### config.mk
export PLATFORM = sky130hd
export DESIGN_NAME = pipe_hazard_ctrl
export DESIGN_NICKNAME = d
export VERILOG_FILES = /design/src/rtl/pipe_hazard_ctrl.sv
export SDC_FILE = /design/constraint.sdc
export NUM_CORES = 1
export LEC_CHECK = 0
export ABC_AREA = 1
export CORE_UTILIZATION = 36
export DETAILED_ROUTE_END_ITERATION = 8
export PLACE_DENSITY = 0.86
export SLEW_MARGIN = 30
export SYNTH_ARGS = -nofsm -noshare
export SYNTH_HDL_FRONTEND = slang
export SYNTH_SLANG_ARGS = --single-unit
export TNS_END_PERCENT = 30
### constraint.sdc
create_clock -name clk -period 4.5 [get_ports clk]
set_input_delay 1.125 -clock clk [delete_from_list [all_inputs] [get_ports clk]]
set_output_delay 1.125 -clock clk [all_outputs]
set_load 0.02 [all_outputs]
### src/rtl/pipe_hazard_ctrl.sv
// Stall/flush sequencer for the 5-stage pipeline: load-use, branch redirect, memory wait, halt drain.
// Optional performance counters are enabled with the HAZARD_PERF_CNT_EN macro.
module pipe_hazard_ctrl #(
   parameter int DRAIN_CYCLES = 3,
   parameter int CNT_W        = 16
) (
   input  logic             clk,
   input  logic             rst_n,
   input  logic [3:0]       rs_ID,
   input  logic [3:0]       rt_ID,
   input  logic             use_rs_ID,
   input  logic             use_rt_ID,
   input  logic             hlt_ID,
   input  logic [3:0]       rd_EX,
   input  logic             load_EX,
   input  logic             branch_taken_EX,
   input  logic             mem_req_MEM,
   input  logic             mem_ready,
   output logic             en_PC,
   output logic             en_IF_ID,
   output logic             en_ID_EX,
   output logic             en_EX_MEM,
   output logic             en_MEM_WB,
   output logic             flush_IF_ID,
   output logic             flush_ID_EX,
   output logic             flush_MEM_WB,
   output logic             hlt,
   output logic [CNT_W-1:0] stall_cnt,
   output logic [CNT_W-1:0] flush_cnt
);

   typedef enum logic [1:0] {
      RUN      = 2'd0,
      MEM_WAIT = 2'd1,
      DRAIN    = 2'd2,
      HALTED   = 2'd3
   } state_t;

   localparam int DCW = (DRAIN_CYCLES < 2) ? 1 : $clog2(DRAIN_CYCLES + 1);
   localparam logic [DCW-1:0] DRAIN_LAST = DCW'(DRAIN_CYCLES);

   state_t         state;
   logic [DCW-1:0] drain_cnt;
   logic           resume_drain;

   logic hazard;
   logic frozen;
   logic drain_active;
   logic run_active;
   logic branch_flush;
   logic load_stall;
   logic halt_entry;

   assign hazard = load_EX & (|rd_EX) &
                   ((use_rs_ID & (rs_ID == rd_EX)) | (use_rt_ID & (rt_ID == rd_EX)));

   // Once waiting, only mem_ready releases the freeze, even if the request drops.
   always_comb begin
      case (state)
         MEM_WAIT: frozen = ~mem_ready;
         HALTED:   frozen = 1'b0;
         default:  frozen = mem_req_MEM & ~mem_ready;
      endcase
   end

   // The release cycle of a wait resumes whatever the wait interrupted, so a
   // wait inside a drain keeps the front end held and nothing past HLT reaches EX.
   assign drain_active = ~frozen & ((state == DRAIN)  | ((state == MEM_WAIT) &  resume_drain));
   assign run_active   = ~frozen & ((state == RUN)    | ((state == MEM_WAIT) & ~resume_drain));
   assign branch_flush = run_active & branch_taken_EX;
   assign load_stall   = run_active & ~branch_taken_EX & hazard;
   assign halt_entry   = run_active & ~branch_taken_EX & ~hazard & hlt_ID;

   always_comb begin
      // NOTE: every output gets a default first so no path through this block infers a latch.
      en_PC        = 1'b1;
      en_IF_ID     = 1'b1;
      en_ID_EX     = 1'b1;
      en_EX_MEM    = 1'b1;
      en_MEM_WB    = 1'b1;
      flush_IF_ID  = 1'b0;
      flush_ID_EX  = 1'b0;
      flush_MEM_WB = 1'b0;
      if (rst_n) begin
         if (state == HALTED) begin
            en_PC     = 1'b0;
            en_IF_ID  = 1'b0;
            en_ID_EX  = 1'b0;
            en_EX_MEM = 1'b0;
            en_MEM_WB = 1'b0;
         end else if (frozen) begin
            en_PC        = 1'b0;
            en_IF_ID     = 1'b0;
            en_ID_EX     = 1'b0;
            en_EX_MEM    = 1'b0;
            flush_MEM_WB = 1'b1;
         end else if (drain_active || load_stall) begin
            en_PC       = 1'b0;
            en_IF_ID    = 1'b0;
            flush_ID_EX = 1'b1;
         end else if (branch_flush) begin
            flush_IF_ID = 1'b1;
            flush_ID_EX = 1'b1;
         end
      end
   end

   always_ff @(posedge clk or negedge rst_n) begin
      // NOTE: sequential state uses non-blocking assignments so every flop samples pre-edge values.
      if (!rst_n) begin
         state        <= RUN;
         drain_cnt    <= '0;
         resume_drain <= 1'b0;
         hlt          <= 1'b0;
      end else if (frozen) begin
         state <= MEM_WAIT;
         if (state != MEM_WAIT) resume_drain <= (state == DRAIN);
      end else if (drain_active) begin
         resume_drain <= 1'b0;
         if (drain_cnt >= DRAIN_LAST) begin
            state <= HALTED;
            hlt   <= 1'b1;
         end else begin
            state     <= DRAIN;
            drain_cnt <= drain_cnt + DCW'(1);
         end
      end else if (run_active) begin
         resume_drain <= 1'b0;
         if (halt_entry) begin
            state     <= DRAIN;
            drain_cnt <= DCW'(1);
         end else begin
            state <= RUN;
         end
      end
   end

`ifdef HAZARD_PERF_CNT_EN
   logic [CNT_W-1:0] stall_q;
   logic [CNT_W-1:0] flush_q;
   logic             stall_evt;

   assign stall_evt = ~en_PC & (state != HALTED);

   always_ff @(posedge clk or negedge rst_n) begin
      if (!rst_n) begin
         stall_q <= '0;
         flush_q <= '0;
      end else begin
         if (stall_evt && (stall_q != '1)) stall_q <= stall_q + CNT_W'(1);
         if (branch_flush && (flush_q != '1)) flush_q <= flush_q + CNT_W'(1);
      end
   end

   assign stall_cnt = stall_q;
   assign flush_cnt = flush_q;
`else
   assign stall_cnt = '0;
   assign flush_cnt = '0;
`endif

endmodule
==> run_results.csv, run 1 <==
group,metric,value,unit
run_status,status,"finished clean",
floorplan,row_count,16,
drt,routedWlPerCell,9.01,microns
hold_path,min_path_type,"flop to flop",
critical_path,required,3380,ps
global_route,grt_pass1_wl,2680,microns
place,port_buffers,29,
clocking,cts_tree,"yes",
critical_path,path_cells,"clkdlybuf4s50_1 > nor3_1 > a21boi_0 > nand3_1 > nand3_1 > nand2_1 > inv_1 > clkdlybuf4s50_1",
logic_synthesis,synth_edf_count,0,
critical_path,arrival,3000,ps
critical_path,critPathLaunch,"rd_EX[2]",
sta,fin_tns_setup,0,ps
logic_synthesis,yosys.area.top_type_share,31.8,%
drt,dr.pass1.iters,4,
place,place_ws,404,ps
drt,drc,0,
floorplan,num_io_pins,62,
critical_path,cp-start-kind,"input port",
pwr,ir_drop,110,uV
drt,viasPerCell,4.03,
global_route,grt_pass1_vias,694,
logic_synthesis,ys.flop_type,"dfrtp_1",
sta,finalSetupViolCount,0,
drt,routed_wl,1660,microns
sta,fin_crit,4120,ps
critical_path,crit_fanout,4,
logic_synthesis,synth_top_cell_by_area,"buf_4",
sta,finalCritPeriodShare,91.6,%
critical_path,path_class,"input port to output pin",
place,hpwl,1460,microns
clocking,ctsHoldBuffers,0,
floorplan,start_util,39.7,%
clocking,cts_buffers,3,
logic_synthesis,ys_seq_area_share,18.7,%
clocking,cts.reportedPaths.clkPinSlew,50,ps
global_route,grt_usage,14.2,%
final_layout,nets,181,
logic_synthesis,ys_ff_latch,6,
clocking,postCtsSetupBuffers,0,
clocking,h-tree-depth,1,
floorplan,coreArea,2020,sq um
logic_synthesis,syn_avg_cell_area,6.28,sq um
critical_path,slowest_stage,"clkdlybuf4s50_1",
clocking,clk_latency,240,ps
sta,max_freq,0.243,GHz
sta,maxSlewViolCount,0,
logic_synthesis,netlist_instances,128,
sta,postLayoutSetupSlackWorst,379,ps
critical_path,reg2reg_from,"state[0]",
sta,skew,3.64,ps
clocking,cts_buffer_depth,2,
critical_path,endpoint_kind,"output pin",
drt,drt_iter0_markers,15,
floorplan,die_h,49.2,microns
drt,drtAntennaViolNets,0,
clocking,cts_root_buf,"clkbuf_4",
place,gp_congestion,0.866,
drt,routed-via-count,742,
floorplan,fp.dieW,49.2,microns
logic_synthesis,async_reset_ff_share,100,%
global_route,grt_max_degree,12,
critical_path,max_stage_delay,590,ps
global_route,grt-ovfl-total,0,
logic_synthesis,synth_area_leaders,"buf_4 (32%), dfrtp_1 (19%), nand2_1 (16%)",
floorplan,die_area,2420,sq um
final_layout,num_antenna_cells,0,
final_layout,drive_gt1_share,6.37,%
final_layout,fillCellCount,216,
run,maxCapViolCount,0,
pwr,cellPowerDensity,170,nW/um^2
clocking,cts_resized,0,
final_layout,syn2layout_area_growth,25.9,%
global_route,antenna_found_initial,0,
logic_synthesis,ys_top_cells_by_count,"buf_4 (34), nand2_1 (34), inv_1 (17)",
sta,rsz0062_at_grt,"false",
hold_path,min_from,"hlt",
sta,finalHoldViolations,0,
clocking,cts.sinks,6,
pwr,leakage,0.566,nW
logic_synthesis,ys_types,19,
logic_synthesis,yosys_warnings,0,
logic_synthesis,synth_area,803,sq um
-- worst paths after layout --
check	endpoint	slack (ps)	depth (start not counted)
max	flush_ID_EX	380	8
min	hlt	470	2
max reg2reg	drain_cnt[0]	3180	6
min reg2reg	hlt	470	2
max in group asynchronous	hlt	3000	1
min in group asynchronous	resume_drain	1190	1
-- kinds of logic after synthesis --
family / synth area share, %
other: 0.467
buffers and inverters: 40.2
AND/OR/NAND/NOR: 34.7
flip-flops: 18.7
XOR/XNOR: 1.09
AO/OA/AOI/OAI: 3.27
adder cells (fa/ha/maj): 1.56
-- stage by stage --
stage	cell area (sq um)	utilization [%]	instances	hold slack [ps]	total power (W)
floorplan	920	-	159	473	0.000115
global placement	988	48.9	181	452	0.000120
detailed placement	988	48.9	181	452	0.000121
CTS	1010	50.0	184	462	0.000173
global route	1010	50.0	184	493	0.000185
finish	1010	50.0	184	467	0.000171
-- worst max-delay path, delay by kind of cell --
kind                   cells  cell delay (ps)
AND/OR/NAND/NOR            4              360
AO/OA/AOI/OAI              1              310
buffers and inverters      3             1190
-- cells in the final DEF, fill, tap and decap left out, drive strengths merged --
cell type	Yosys	layout
ha	1	1
nand3	10	10
dfrtp	6	6
nand2	36	36
a21boi	1	1
o21ai	3	3
clkbuf	0	3
conb	1	32
xnor2	1	1
nor3b	1	1
nor2	13	13
nor3	1	1
clkdlybuf4s50	0	29
inv	18	18
nand4	2	2
-- layout make-up --
class                      instances  area [sq um]  share of cell area (%)
inverter                          18          67.6                    6.68
timing repair buffer              29           290                    28.7
multi-input combinational        101           447                    44.2
tap                               27          33.8                    3.34
clock buffer                       3          22.5                    2.23
sequential                         6           150                    14.9
-- state kept, by name, summed over array words and instances (netlist names) --
name / flops
drain_cnt: 2
state: 2
hlt: 1
resume_drain: 1
-- power by group --
part,total (W),switching [W],leakage (nW),internal [W]
combinational,0.0000662,0.0000419,0.484,0.0000243
sequential,0.0000541,0,0.0682,0.0000541
clock,0.0000512,0.0000209,0.0138,0.0000303
total,0.000171,0.0000628,0.566,0.000109
-- layer usage --
metal	track usage [%]	wire, microns	vias to the layer above
met5	0	0	-
met3	3.74	115	4
li1	-	-	381
met2	27.2	888	35
met1	14.6	619	322
met4	4.90	34	0
(Power assumes the default switching activity.)
==> run 2, diff against run 1 <==
--- a/config.mk
+++ b/config.mk
@@ -8,7 +8,7 @@
 export ABC_AREA = 1
 export CORE_UTILIZATION = 36
 export DETAILED_ROUTE_END_ITERATION = 8
-export PLACE_DENSITY = 0.86
+export PLACE_DENSITY = 0.91
 export SLEW_MARGIN = 30
 export SYNTH_ARGS = -nofsm -noshare
 export SYNTH_HDL_FRONTEND = slang
==> run_results.csv, run 2 (synthesis results as in run 1) <==
group,metric,value,unit
critical_path,path_cells,"clkdlybuf4s50_1 > inv_1 > nand2_1 > nand2_1 > nor2_1 > nand3_1 > nand2_1 > nand3_1 > nand3_1 > nand2_1 > inv_1 > clkdlybuf4s50_1",
pwr,cellPowerDensity,169,nW/um^2
final_layout,multi_input_area,447,sq um
clocking,h-tree-depth,1,
critical_path,reg2reg_slack,3160,ps
floorplan,fp.dieW,49.2,microns
critical_path,crit_fanout,3,
global_route,antenna_found_initial,0,
final_layout,final_cell_mix,"nand2_1 (34), conb_1 (32), clkdlybuf4s50_1 (29)",
sta,fin_crit,4080,ps
clocking,cts_tree,"yes",
final_layout,final_area,1010,sq um
final_layout,top_regs,"drain_cnt x2, state x2",
drt,routed-via-count,727,
clocking,postCtsSetupBuffers,0,
critical_path,crit_buf_inv,4,
clocking,cts.reportedPaths.clkPinSlew,50,ps
drt,drc,0,
critical_path,cp_common_cell,"nand2_1",
clocking,cts_resized,0,
place,gp_congestion,0.815,
critical_path,cp-start-kind,"input port",
critical_path,reg2reg_from,"state[0]",
final_layout,mostFrequentLayoutCell,"nand2_1",
hold_path,min_delay_path_depth,2,
final_layout,nets,181,
sta,finalCritPeriodShare,90.7,%
final_layout,syn2layout_area_growth,25.9,%
floorplan,start_util,39.7,%
clocking,cts.sinks,6,
drt,dr.pass1.iters,6,
critical_path,crit_family,"buffers and inverters",
critical_path,arrival,2960,ps
pwr,ir_drop,114,uV
floorplan,row_count,16,
place,place_ws,399,ps
floorplan,num_io_pins,62,
critical_path,max_stage_delay,590,ps
critical_path,timing.rr.end,"drain_cnt[1]",
sta,postLayoutSetupSlackWorst,418,ps
drt,drtAntennaViolNets,0,
hold_path,min_path_type,"flop to flop",
sta,maxSlewViolCount,0,
global_route,grt_pass1_wl,2450,microns
sta,rsz0062_at_grt,"false",
clocking,ctsHoldBuffers,0,
final_layout,num_antenna_cells,0,
place,port_buffers,29,
critical_path,required,3380,ps
floorplan,die_h,49.2,microns
clocking,cts_buffer_depth,2,
sta,fin_tns_setup,0,ps
sta,max_freq,0.245,GHz
critical_path,endpoint_kind,"output pin",
global_route,grt_usage,13.1,%
hold_path,hold_end,"hlt",
critical_path,r2r_cells,6,
hold_path,min_from,"hlt",
run,maxCapViolCount,0,
final_layout,fillCellCount,217,
drt,drt_iter0_markers,5,
drt,routed_wl,1520,microns
clocking,cts_buffers,3,
final_layout,regArea,150,sq um
floorplan,coreArea,2020,sq um
global_route,grt_pass1_vias,639,
drt,viasPerCell,3.95,
final_layout,drive_gt1_share,6.37,%
run_status,status,"finished clean",
place,hpwl,1340,microns
critical_path,slowest_stage,"clkdlybuf4s50_1",
sta,finalHoldViolations,0,
clocking,clk_latency,250,ps
global_route,grt_max_degree,12,
sta,skew,2.37,ps
pwr,finalPower,0.000171,W
floorplan,die_area,2420,sq um
clocking,cts_root_buf,"clkbuf_4",
place,placed_cell_area,988,sq um
pwr,leakage,0.566,nW
drt,routedWlPerCell,8.28,microns
sta,finalSetupViolCount,0,
global_route,grt-ovfl-total,0,
critical_path,path_class,"input port to output pin",
==> run 2: cell counts in the layout (fill, tap and decap cells not counted) <==
No cell type changed its count.
==> run 2: worst reg2reg max path, cell delays in order (launching register included) <==
cell,delay (ps)
dfrtp_1,420
o21ai_2,260
nand2_2,90
nor3b_2,160
nand2_1,130
nand3_1,100
nand2_1,60
==> run 2: worst max path at each step <==
| stage | depth (start not counted) | from | endpoint |
|---|---|---|---|
| finish | 12 | rd_EX[3] | flush_ID_EX |
| global route | 12 | rd_EX[1] | flush_ID_EX |
| CTS | 12 | rd_EX[0] | flush_ID_EX |
| detailed placement | 12 | rd_EX[0] | flush_ID_EX |
| global placement | 12 | rd_EX[0] | flush_ID_EX |
| floorplan | 7 | mem_req_MEM | en_PC |
==> run 2: final cells by class <==
cell class	count	share of cell area (%)
tap	27	3.34
sequential	6	14.9
inverter	18	6.68
multi-input combinational	101	44.2
clock buffer	3	2.23
timing repair buffer	29	28.7
==> run 2: where the power goes <==
group / leakage [nW] / switching, W / internal, W
clock network: 0.0138 / 0.0000212 / 0.0000303
registers: 0.0682 / 0 / 0.0000541
logic: 0.484 / 0.0000412 / 0.0000243
==> run 2: routing by layer <==
metal  part of all wire [%]  vias to the layer above  routed length [microns]  track usage, %
li1                       -                      385                        -               -
met1                     39                      309                      601            13.3
met2                     52                       31                      787            24.2
met3                    8.2                        2                      125            4.05
met4                   0.66                        0                       10            5.88
met5                      0                        -                        0               0
==> run 2: through the flow <==
step / util [%] / cells / hold slack, ps
floorplan: - / 159 / 473
detailed placement: 48.9 / 181 / 455
CTS: 50.0 / 184 / 470
global route: 50.0 / 184 / 500
global placement: 48.9 / 181 / 455
finish: 50.0 / 184 / 461
==> run 3, diff against run 2 <==
--- a/config.mk
+++ b/config.mk
@@ -7,8 +7,11 @@
 export LEC_CHECK = 0
 export ABC_AREA = 1
 export CORE_UTILIZATION = 36
+export CTS_BUF_LIST = sky130_fd_sc_hd__clkbuf_4 sky130_fd_sc_hd__clkbuf_8 sky130_fd_sc_hd__clkbuf_16
+export CTS_CLUSTER_DIAMETER = 80
 export DETAILED_ROUTE_END_ITERATION = 8
 export PLACE_DENSITY = 0.91
+export SETUP_SLACK_MARGIN = 0.15
 export SLEW_MARGIN = 30
 export SYNTH_ARGS = -nofsm -noshare
 export SYNTH_HDL_FRONTEND = slang
==> results of run 3 <==
No change in the layout: final DEF, timing and power equal those of run 2.
